<file path="config.mk">
export PLATFORM = sky130hd
export DESIGN_NAME = mpeg2_stream_parser_flat
export DESIGN_NICKNAME = d
export VERILOG_FILES = /design/src/rtl/mpeg2_stream_parser_pkg.sv /design/src/rtl/mpeg2_stream_parser_if.sv /design/src/rtl/mpeg2_beat_fifo.sv /design/src/rtl/mpeg2_stream_parser.sv /design/src/flat_wrapper.sv
export SDC_FILE = /design/constraint.sdc
export NUM_CORES = 1
export LEC_CHECK = 0
export BUFFER_PORTS_ARGS = -buffer_cell sky130_fd_sc_hd__buf_4
export CORE_MARGIN = 1
export CORE_UTILIZATION = 30
export CTS_CLUSTER_SIZE = 40
export DETAILED_ROUTE_END_ITERATION = 8
export GPL_TIMING_DRIVEN = 0
export SLEW_MARGIN = 5
export SYNTH_ARGS = -nofsm -noshare
export SYNTH_HDL_FRONTEND = slang
export SYNTH_HIERARCHICAL = 1
export SYNTH_SLANG_ARGS = --single-unit
</file>
<file path="constraint.sdc">
create_clock -name clk -period 11.8 [get_ports clk]
set_input_delay 0.59 -clock clk [delete_from_list [all_inputs] [get_ports clk]]
set_output_delay 0.59 -clock clk [all_outputs]
set_load 0.1 [all_outputs]
</file>
<file path="src/rtl/mpeg2_stream_parser_pkg.sv">
// Shared constants for the MPEG-2 stream parser: start codes, prefix, parser states.
package mpeg2_stream_parser_pkg;

  localparam logic [7:0]  SC_SEQ_HDR   = 8'hB3;
  localparam logic [7:0]  SC_PICTURE   = 8'h00;
  localparam logic [7:0]  SC_SEQ_END   = 8'hB7;
  localparam logic [23:0] START_PREFIX = 24'h000001;

  localparam int unsigned BEAT_BYTES = 32;
  localparam int unsigned BEAT_W     = 257;
  localparam logic [4:0]  LAST_IDX   = 5'd31;

  typedef enum logic [2:0] {
    SCAN,
    CODE,
    HDR1,
    HDR2,
    HDR3
  } pstate_e;

  function automatic logic [7:0] beat_byte(input logic [255:0] d, input logic [4:0] k);
    return d[{k, 3'b000} +: 8];
  endfunction

endpackage

</file>
<file path="src/rtl/mpeg2_stream_parser_if.sv">
// Beat input and byte output handshake of the MPEG-2 stream parser.
interface mpeg2_stream_parser_if;
  logic         i_en;
  logic         i_last;
  logic [255:0] i_data;
  logic         i_bready;
  logic         o_bvalid;
  logic [7:0]   o_byte;
  logic         o_blast;

  modport master (output i_en, i_last, i_data, i_bready,
                  input  o_bvalid, o_byte, o_blast);
  modport slave  (input  i_en, i_last, i_data, i_bready,
                  output o_bvalid, o_byte, o_blast);
endinterface

</file>
<file path="src/rtl/mpeg2_beat_fifo.sv">
// Synchronous beat FIFO; exposes head and the entry behind it so the
// serializer can cross beat boundaries without a bubble.
module mpeg2_beat_fifo #(
  parameter int unsigned AW = 2,
  parameter int unsigned W  = 257
) (
  input  logic         clk_i,
  input  logic         rstn_i,
  input  logic         wr_en_i,
  input  logic [W-1:0] wr_data_i,
  input  logic         rd_en_i,
  output logic [W-1:0] rd_data_o,
  output logic [W-1:0] nx_data_o,
  output logic         full_o,
  output logic         empty_o,
  output logic         multi_o
);
  localparam int unsigned DEPTH = 1 << AW;

  logic [W-1:0]  mem_q [DEPTH];
  logic [AW:0]   wr_q, rd_q, cnt;
  logic [AW-1:0] rd_nx;
  logic          push, pop;

  assign cnt       = wr_q - rd_q;
  assign full_o    = cnt[AW];
  assign empty_o   = (cnt == '0);
  assign multi_o   = (cnt > (AW+1)'(1));
  assign push      = wr_en_i & ~full_o;
  assign pop       = rd_en_i & ~empty_o;
  assign rd_nx     = rd_q[AW-1:0] + AW'(1);
  assign rd_data_o = mem_q[rd_q[AW-1:0]];
  assign nx_data_o = mem_q[rd_nx];

  always_ff @(posedge clk_i or negedge rstn_i) begin
    if (!rstn_i) begin
      wr_q <= '0;
      rd_q <= '0;
    end else begin
      if (push) wr_q <= wr_q + (AW+1)'(1);
      if (pop)  rd_q <= rd_q + (AW+1)'(1);
    end
  end

  always_ff @(posedge clk_i) begin
    if (push) mem_q[wr_q[AW-1:0]] <= wr_data_i;
  end

endmodule

</file>
<file path="src/rtl/mpeg2_stream_parser.sv">
// Buffers 256-bit stream beats, serializes them to bytes and extracts
// sequence-header sizes, picture count and sequence-end events.
module mpeg2_stream_parser
  import mpeg2_stream_parser_pkg::*;
#(
  parameter int unsigned FIFO_AW = 2
) (
  input  logic                  clk,
  input  logic                  rstn,
  mpeg2_stream_parser_if.slave  strm,
  output logic [11:0]           o_xsize,
  output logic [11:0]           o_ysize,
  output logic                  o_size_valid,
  output logic [15:0]           o_pic_count,
  output logic                  o_seq_end,
  output logic                  o_overflow
);

  logic [BEAT_W-1:0] head, nxt, src;
  logic              full, empty, multi;

  logic       bvalid_q, bvalid_d;
  logic [7:0] byte_q, byte_d;
  logic       blast_q, blast_d;
  logic [4:0] idx_q, idx_d;
  logic       xfer, adv, load_ok;

  pstate_e     st_q;
  logic [1:0]  zc_q;
  logic [11:0] hx_q;
  logic [3:0]  hy_q;
  logic [11:0] xsize_q, ysize_q;
  logic        size_valid_q, seq_end_q, ovf_q;
  logic [15:0] pic_q;
  logic        prefix;

  assign xfer = bvalid_q & strm.i_bready;
  assign adv  = ~bvalid_q | strm.i_bready;

  mpeg2_beat_fifo #(
    .AW (FIFO_AW),
    .W  (BEAT_W)
  ) u_fifo (
    .clk_i     (clk),
    .rstn_i    (rstn),
    .wr_en_i   (strm.i_en),
    .wr_data_i ({strm.i_last, strm.i_data}),
    .rd_en_i   (xfer && (idx_q == LAST_IDX)),
    .rd_data_o (head),
    .nx_data_o (nxt),
    .full_o    (full),
    .empty_o   (empty),
    .multi_o   (multi)
  );

  // idx_q names the byte held in the output register; the head beat stays in
  // the FIFO until its byte 31 transfers, so byte 0 of the next beat comes
  // from the entry behind the head.
  always_comb begin
    bvalid_d = bvalid_q;
    byte_d   = byte_q;
    blast_d  = blast_q;
    idx_d    = idx_q;
    src      = head;
    load_ok  = 1'b0;
    if (adv) begin
      if (bvalid_q && idx_q != LAST_IDX) begin
        idx_d   = idx_q + 5'd1;
        load_ok = 1'b1;
      end else if (bvalid_q) begin
        idx_d   = '0;
        src     = nxt;
        load_ok = multi;
      end else begin
        idx_d   = '0;
        load_ok = ~empty;
      end
      bvalid_d = load_ok;
      byte_d   = load_ok ? beat_byte(src[255:0], idx_d) : '0;
      blast_d  = load_ok & src[256] & (idx_d == LAST_IDX);
    end
  end

  always_ff @(posedge clk or negedge rstn) begin
    if (!rstn) begin
      bvalid_q <= 1'b0;
      byte_q   <= '0;
      blast_q  <= 1'b0;
      idx_q    <= '0;
      ovf_q    <= 1'b0;
    end else begin
      bvalid_q <= bvalid_d;
      byte_q   <= byte_d;
      blast_q  <= blast_d;
      idx_q    <= idx_d;
      if (strm.i_en && full) ovf_q <= 1'b1;
    end
  end

  assign prefix = (zc_q == 2'd2) && (byte_q == START_PREFIX[7:0]);

  always_ff @(posedge clk or negedge rstn) begin
    if (!rstn) begin
      st_q         <= SCAN;
      zc_q         <= '0;
      hx_q         <= '0;
      hy_q         <= '0;
      xsize_q      <= '0;
      ysize_q      <= '0;
      size_valid_q <= 1'b0;
      seq_end_q    <= 1'b0;
      pic_q        <= '0;
    end else begin
      seq_end_q <= 1'b0;
      if (xfer) begin
        if (byte_q == START_PREFIX[23:16])
          zc_q <= (zc_q == 2'd2) ? 2'd2 : zc_q + 2'd1;
        else
          zc_q <= '0;
        case (st_q)
          SCAN: if (prefix) st_q <= CODE;
          CODE: begin
            st_q <= SCAN;
            if (byte_q == SC_SEQ_HDR) st_q <= HDR1;
            if (byte_q == SC_PICTURE) pic_q <= pic_q + 16'd1;
            if (byte_q == SC_SEQ_END) seq_end_q <= 1'b1;
          end
          HDR1: begin
            if (prefix) st_q <= CODE;
            else begin
              hx_q[11:4] <= byte_q;
              st_q       <= HDR2;
            end
          end
          HDR2: begin
            if (prefix) st_q <= CODE;
            else begin
              hx_q[3:0] <= byte_q[7:4];
              hy_q      <= byte_q[3:0];
              st_q      <= HDR3;
            end
          end
          HDR3: begin
            if (prefix) st_q <= CODE;
            else begin
              xsize_q      <= hx_q;
              ysize_q      <= {hy_q, byte_q};
              size_valid_q <= 1'b1;
              st_q         <= SCAN;
            end
          end
          default: st_q <= SCAN;
        endcase
        // The last byte of a sequence still counts, but nothing carries past it.
        if (blast_q) begin
          st_q <= SCAN;
          zc_q <= '0;
        end
      end
    end
  end

  assign strm.o_bvalid = bvalid_q;
  assign strm.o_byte   = byte_q;
  assign strm.o_blast  = blast_q;
  assign o_xsize       = xsize_q;
  assign o_ysize       = ysize_q;
  assign o_size_valid  = size_valid_q;
  assign o_pic_count   = pic_q;
  assign o_seq_end     = seq_end_q;
  assign o_overflow    = ovf_q;

endmodule

</file>
<file path="src/flat_wrapper.sv">
// flat-port wrapper written by rule: the top's interface ports become plain ports
module mpeg2_stream_parser_flat import mpeg2_stream_parser_pkg::*;
#(
  parameter int unsigned FIFO_AW = 2
)
  (clk, rstn, o_xsize, o_ysize, o_size_valid, o_pic_count, o_seq_end, o_overflow, strm_i_en, strm_i_last, strm_i_data, strm_i_bready, strm_o_bvalid, strm_o_byte, strm_o_blast);
  mpeg2_stream_parser_if strm_i ();
  input  logic clk;
  input  logic rstn;
  output logic [11:0] o_xsize;
  output logic [11:0] o_ysize;
  output logic o_size_valid;
  output logic [15:0] o_pic_count;
  output logic o_seq_end;
  output logic o_overflow;
  input wire logic [$bits(strm_i.i_en)-1:0] strm_i_en;
  input wire logic [$bits(strm_i.i_last)-1:0] strm_i_last;
  input wire logic [$bits(strm_i.i_data)-1:0] strm_i_data;
  input wire logic [$bits(strm_i.i_bready)-1:0] strm_i_bready;
  output wire logic [$bits(strm_i.o_bvalid)-1:0] strm_o_bvalid;
  output wire logic [$bits(strm_i.o_byte)-1:0] strm_o_byte;
  output wire logic [$bits(strm_i.o_blast)-1:0] strm_o_blast;
  assign strm_i.i_en = strm_i_en;
  assign strm_i.i_last = strm_i_last;
  assign strm_i.i_data = strm_i_data;
  assign strm_i.i_bready = strm_i_bready;
  assign strm_o_bvalid = strm_i.o_bvalid;
  assign strm_o_byte = strm_i.o_byte;
  assign strm_o_blast = strm_i.o_blast;
  mpeg2_stream_parser #(.FIFO_AW(FIFO_AW)) u_core (.clk(clk), .rstn(rstn), .strm(strm_i), .o_xsize(o_xsize), .o_ysize(o_ysize), .o_size_valid(o_size_valid), .o_pic_count(o_pic_count), .o_seq_end(o_seq_end), .o_overflow(o_overflow));
endmodule
</file>
# After elaboration in Yosys (flattened, before gate mapping)
# Memory sizes are Yosys's and may differ from the RTL's.
# Cells that the tools add are included.
[totals] ff_bits=85 latch_bits=0 ram_bits=1028 romBits=0 in_bits=261 out_inout_bits=53 wordCells=85 n_memories=1
[memory_table] memory="u_core.u_fifo.mem_q" words=4 width=257 rd=2 rd_clocked_by_memory_dff=0 write_ports=1 line_no="mpeg2_beat_fifo.sv:20" source="logic [W-1:0] mem_q [DEPTH];"
[op_classes] addsub=7 multipliers=0 div_mod_pow=0 n_lt_le_gt_ge=1 eq_ne=12 n_shift=1 mux=24 n_bitwise=10 n_reduce_logical=12
[op_table] operator="$mux 257" n=3
[op_table] operator="$shiftx 256x9->8" n=1
[op_table] operator="$add 16x1->16 const B" n=1
[op_table] operator="$eq 8x8->1 const B" n=2
[op_table] operator="$pmux 3 s5" n=1
[op_table] operator="$reduce_and 3->1" n=4
[op_table] operator="$eq 5x5->1 const B" n=2
[op_table] operator="$mux 2" n=5
[op_table] operator="$mux 5" n=2
[op_table] operator="$mux 1" n=9
[op_table] operator="$mux 3" n=3
[op_table] operator="$eq 8x1->1 const B" n=1
[op_table] operator="$logic_not 8->1" n=1
[op_table] operator="$mux 8" n=1
[op_table] operator="$add 3x1->3 const B" n=2
[op_table] operator="$eq 3x2->1 const B" n=2
[op_table] operator="$logic_not 3->1" n=2
[op_table] operator="$add 5x1->5 const B" n=1
[op_table] operator="$and 1x1->1" n=5
[op_table] operator="$ne 5x5->1 const B" n=1
[op_table] operator="$add 2x1->2 const B" n=2
[op_table] operator="$logic_and 1x1->1" n=4
[op_table] operator="$not 1->1" n=4
[op_table] operator="$eq 3x1->1 const B" n=1
[op_table] operator="other kinds (7)" n=7

# Depth between registers and ports, before layout
[logic_depth] ltp_word=8 ltp_mapped=12 depth_no_buf=11

# Modules after synthesis
# Netlist, hierarchy kept.
[modules_own_cells] module="mpeg2_beat_fifo" n_inst=1 cells_per_inst=1695 area_each_um2=43640.6 seq_area_each_um2=31019.8
[modules_own_cells] module="mpeg2_stream_parser" n_inst=1 cells_per_inst=727 area_each_um2=6289.8 seq_area_each_um2=1976.9

# Worst setup path before layout
# No wires, ideal clock.
[synth_path] kind="flip-flop to flip-flop" startpoint="reg u_core.u_fifo.wr_q[0]" endpoint="mem u_core.u_fifo.mem_q[0][0] (enable)" setup_time_ps=652 arrival_time_ps=7593 required_time_ps=11148 slack_ps=3555 path_stages_with_launch=7 path_buffers=0 period_less_slack_ps=8245 cell_sequence="dfrtp_1 -> inv_1 -> ha_1 -> fa_1 -> xor3_2 -> nor2b_4 -> and2_1"
[synth_between] elab_chain_len=5
[synth_rtl] item="start, declared" line_no="mpeg2_beat_fifo.sv:21" source="logic [AW:0] wr_q, rd_q, cnt;"
[synth_rtl] item="start signal, assigned" line_no="mpeg2_beat_fifo.sv:40" source="if (push) wr_q <= wr_q + (AW+1)'(1);"
[synth_rtl] item="$sub 3x3->3" line_no="mpeg2_beat_fifo.sv:25" source="assign cnt = wr_q - rd_q;"
[synth_rtl] item="named net u_core.full" line_no="mpeg2_stream_parser.sv:20" source="logic full, empty, multi;"
[synth_rtl] item="$not 1->1" line_no="mpeg2_beat_fifo.sv:29" source="assign push = wr_en_i & ~full_o;"
[synth_rtl] item="$and 1x1->1" line_no="mpeg2_beat_fifo.sv:29"
[synth_rtl] item="$mux 1" line_no="mpeg2_beat_fifo.sv:46" source="if (push) mem_q[wr_q[AW-1:0]] <= wr_data_i;"
[synth_rtl] item="$mux 1 (implied by the code)" line_no="mpeg2_beat_fifo.sv:46"
[synth_rtl] item="end, declared" line_no="mpeg2_beat_fifo.sv:20"
# The timed path passes the listed nets, and every way through them passes these cells.

# Final worst setup path
[layout_path] startpoint="reg u_core.idx_q[0]" endpoint="reg u_core.byte_q[1] (netlist: u_core/strm.o_byte[1])"
[layout_between] elab_chain_len=6 elab_cells_between_ends=11 cone_classes="1 x add/sub; 1 x eq/ne; 1 x shift; 7 x mux; 1 x reduce/logical"
[layout_rtl] item="start, declared" line_no="mpeg2_stream_parser.sv:25" source="logic [4:0] idx_q, idx_d;"
[layout_rtl] item="start signal, assigned" line_no="mpeg2_stream_parser.sv:95" source="idx_q <= idx_d;"
[layout_rtl] item="branches (longest 5 deep; another with $add 5x1->5)"
[layout_rtl] item="$mux 8 *" line_no="mpeg2_stream_parser.sv:79" source="byte_d = load_ok ? beat_byte(src[255:0], idx_d) : '0;"
[layout_rtl] item="end signal, assigned" line_no="mpeg2_stream_parser.sv:93" source="byte_q <= byte_d;"
[layout_rtl] item="end, declared" line_no="mpeg2_stream_parser.sv:23" source="logic [7:0] byte_q, byte_d;"
# Mark *: on every way between the ends. The select of a mux whose other input is x is not followed.
# A chain may end at the register's enable or synchronous reset.

==> results.md <==
* CP Launch Type: flip-flop
* DR vias/cell at between 5 and 6
* Initial antenna violation count at 52
* Fillers at about 14000
* H-tree depth at 3
* Placement Rows at 141
* Post-CTS Setup Bufs at 0
* Syn_area_per_cell at 20.5 µm²
* First-pass GRT wire length at 193 mm
* Slowest cell on crit path: clkbuf_1
* Setup slack after layout at slightly above 7 ns
* Nets at 3077
* Post-DP Area at 0.0506 mm²
* Antenna Nets Post-Route at 0
* Slowest cell delay on critical path at 1.03 ns
* Hold_ws at 0.0522 ns
* Total track usage at 17.8%
* Final wirelength at 137 mm
* Worst slew pin tran at 1.36 ns
* DRT Pass-1 Iters at 5
* Clock root buffer: clkbuf_16
* Chip width at 390 µm
* Hold WC Path Type: in -> reg
* Drt drc at 0
* Worst EP arrival at 5.19 ns
* Minimum clock period at 4.53 ns
* Flip-flop and latch area at 0.0330 mm²
* Resize count post-CTS at 0
* Place WS at around 7.5 ns
* Max-cap violation count at 0
* DR iter-0 viols at 3015
* Crit end category: flip-flop
* Crit path kind: reg -> reg
* Outcome: finished, final reports clean
* Core area at 0.149 mm²
* Total CTS buffers at 115
* CTS tree: done
* Max-slew violation count at 0
* Crit-path cells: inv_1, clkbuf_1, clkbuf_1, clkbuf_1, o22ai_1, o211ai_1, o21ai_0, o221ai_1
* Worst path bufs/invs at 4
* Finished Cell Area at 0.0558 mm²
* CP delay by family, top: buffers and inverters
* Io pins at 314
* Maximum vdd drop at between 0.15 and 0.2 mV
* Worst skew pair latency at approximately 0.75 ns
* Layout cells sized above 1 at 33.4%
* Leakage Power at approximately 18 nW
* Synthesized Nets at 2471
* Crit-path max FO at 10
* DR vias at 25400
* GRT overflow at 0
* Final GP Congestion at about 0.95
* Num Clock Sinks at 1113
* Clk pin slew, worst setup/hold paths at 0.06 ns
* Detailed Place HPWL at 95.5 mm
* Clock Tree Buf Depth at 3
* Yosys warns at 6
* Initial core utilization at 30.4%
* Most Frequent Cell on Critical Path: clkbuf_1
* Syn Inst Count at 2198
* Clock skew at about 0.056 ns
* Final period utilization at 38.4%
* Multi-input gate area at 0.0112 mm²
* CP required at 12.46 ns
* Achievable Freq at 0.221 GHz
* # port buffers at 312
* Largest net degree at the start of global routing at 86
* Post-Syn Area at 0.0451 mm²
* Wirelength per Cell at ~28 µm
* Final Non-Filler Cells at 4913
* Inst Count DP at 4534
* Vias in the first global route at 25400
* DIE AREA at around 0.15 mm²
* Power Density at around 220 mW/mm²
* Fin. Hold Viols at 0
* RSZ-0062 raised after global routing: no
* Die Y at 390 µm
* Final setup violation count at 0
* Slew Limit Headroom at 9.46%
* Layout Area Growth over Synthesis at 23.7%
-- metal layers --
layer | global-route usage, % | part of all wire (%)
met1 | 23.6 | 39
met2 | 28.2 | 47
met3 | 5.38 | 10
met4 | 5.46 | 3.0
met5 | 0 | 0.28
-- cell usage in the layout, fill, tap and decap left out, types with 19 or more instances in the layout --
cell / count
edfxtp_1: 1028
buf_4: 363
mux4_2: 307
dlygate4sd3_1: 155
clkbuf_16: 115
dfrtp_1: 85
clkbuf_1: 83
o22ai_1: 62
nor2_1: 60
nand2_1: 50
buf_2: 48
o21ai_0: 44
mux2_2: 38
a21oi_1: 31
o221ai_1: 28
clkinv_1: 26
a211oi_1: 19
buf_16: 19
-- worst reg2reg max path, cell delays in order, from the launching register on --
cell and delay [ns]:
dfrtp_1 0.50, inv_1 0.19, clkbuf_1 0.53, clkbuf_1 0.94, clkbuf_1 1.05, o22ai_1 0.34
o211ai_1 0.24, o21ai_0 0.34, o221ai_1 0.32
-- cell type report --
| class | count | share of cell area [%] |
|---|---|---|
| Antenna cell | 13 | 0.0583 |
| Buffer | 169 | 1.71 |
| Clock buffer | 150 | 5.43 |
| Clock inverter | 61 | 1.15 |
| Inverter | 11 | 0.0739 |
| Multi-Input combinational cell | 905 | 20.0 |
| Sequential cell | 1113 | 59.1 |
| Tap cell | 2002 | 4.49 |
| Timing Repair Buffer | 489 | 8.02 |
-- per-stage QoR --
step                      power [mW]  TNS [ns]  utilization [%]
after floorplan                 7.09         0                -
final                           12.1         0             37.6
after global routing            12.5         0             37.6
after detailed placement        8.51         0             34.1
after global placement          8.69  -1807.48             33.7
after CTS                       12.1         0             37.6
-- state kept, by name (all words and copies together) (netlist names) --
register	cells
u_core/hx_q	12
u_core/hy_q	4
u_core/idx_q	5
u_core/o_overflow	1
u_core/o_pic_count	16
u_core/o_seq_end	1
u_core/o_size_valid	1
u_core/o_xsize	12
u_core/o_ysize	12
u_core/st_q	3
u_core/strm.o_blast	1
u_core/strm.o_bvalid	1
u_core/strm.o_byte	8
u_core/u_fifo/mem_q	1028
u_core/u_fifo/rd_q	3
u_core/u_fifo/wr_q	3
u_core/zc_q	2
-- where the power goes --
group          internal (mW)  total, mW  leakage (nW)  switching, mW
Sequential              4.89       5.07          10.5          0.185
Clock                   2.01       3.55          1.76           1.54
Combinational           1.17       3.50          6.16           2.33
Total                   8.07       12.1          18.4           4.05
-- final timing paths --
check                           depth (start not counted)         startpoint                     endpoint  slack, ns
worst max-delay path                                    8    u_core/idx_q[0]        u_core/strm.o_byte[1]       7.27
worst min-delay path                                    1   strm_i_data[131]  u_core/u_fifo/mem_q[0][131]       0.05
worst max register to register                          8    u_core/idx_q[0]        u_core/strm.o_byte[1]       7.27
worst min register to register                          1  u_core/o_overflow            u_core/o_overflow       0.46
max in group asynchronous                               1               rstn        u_core/u_fifo/rd_q[0]      10.97
min in group asynchronous                               1               rstn            u_core/o_ysize[3]       0.10
-- what timing repair did --
item                                    4_1_cts  5_1_grt
hold buffers                                155        0
endpoints found under the hold margin       569        0
endpoints found under the setup margin        0        0
(Power assumes the default switching activity.)
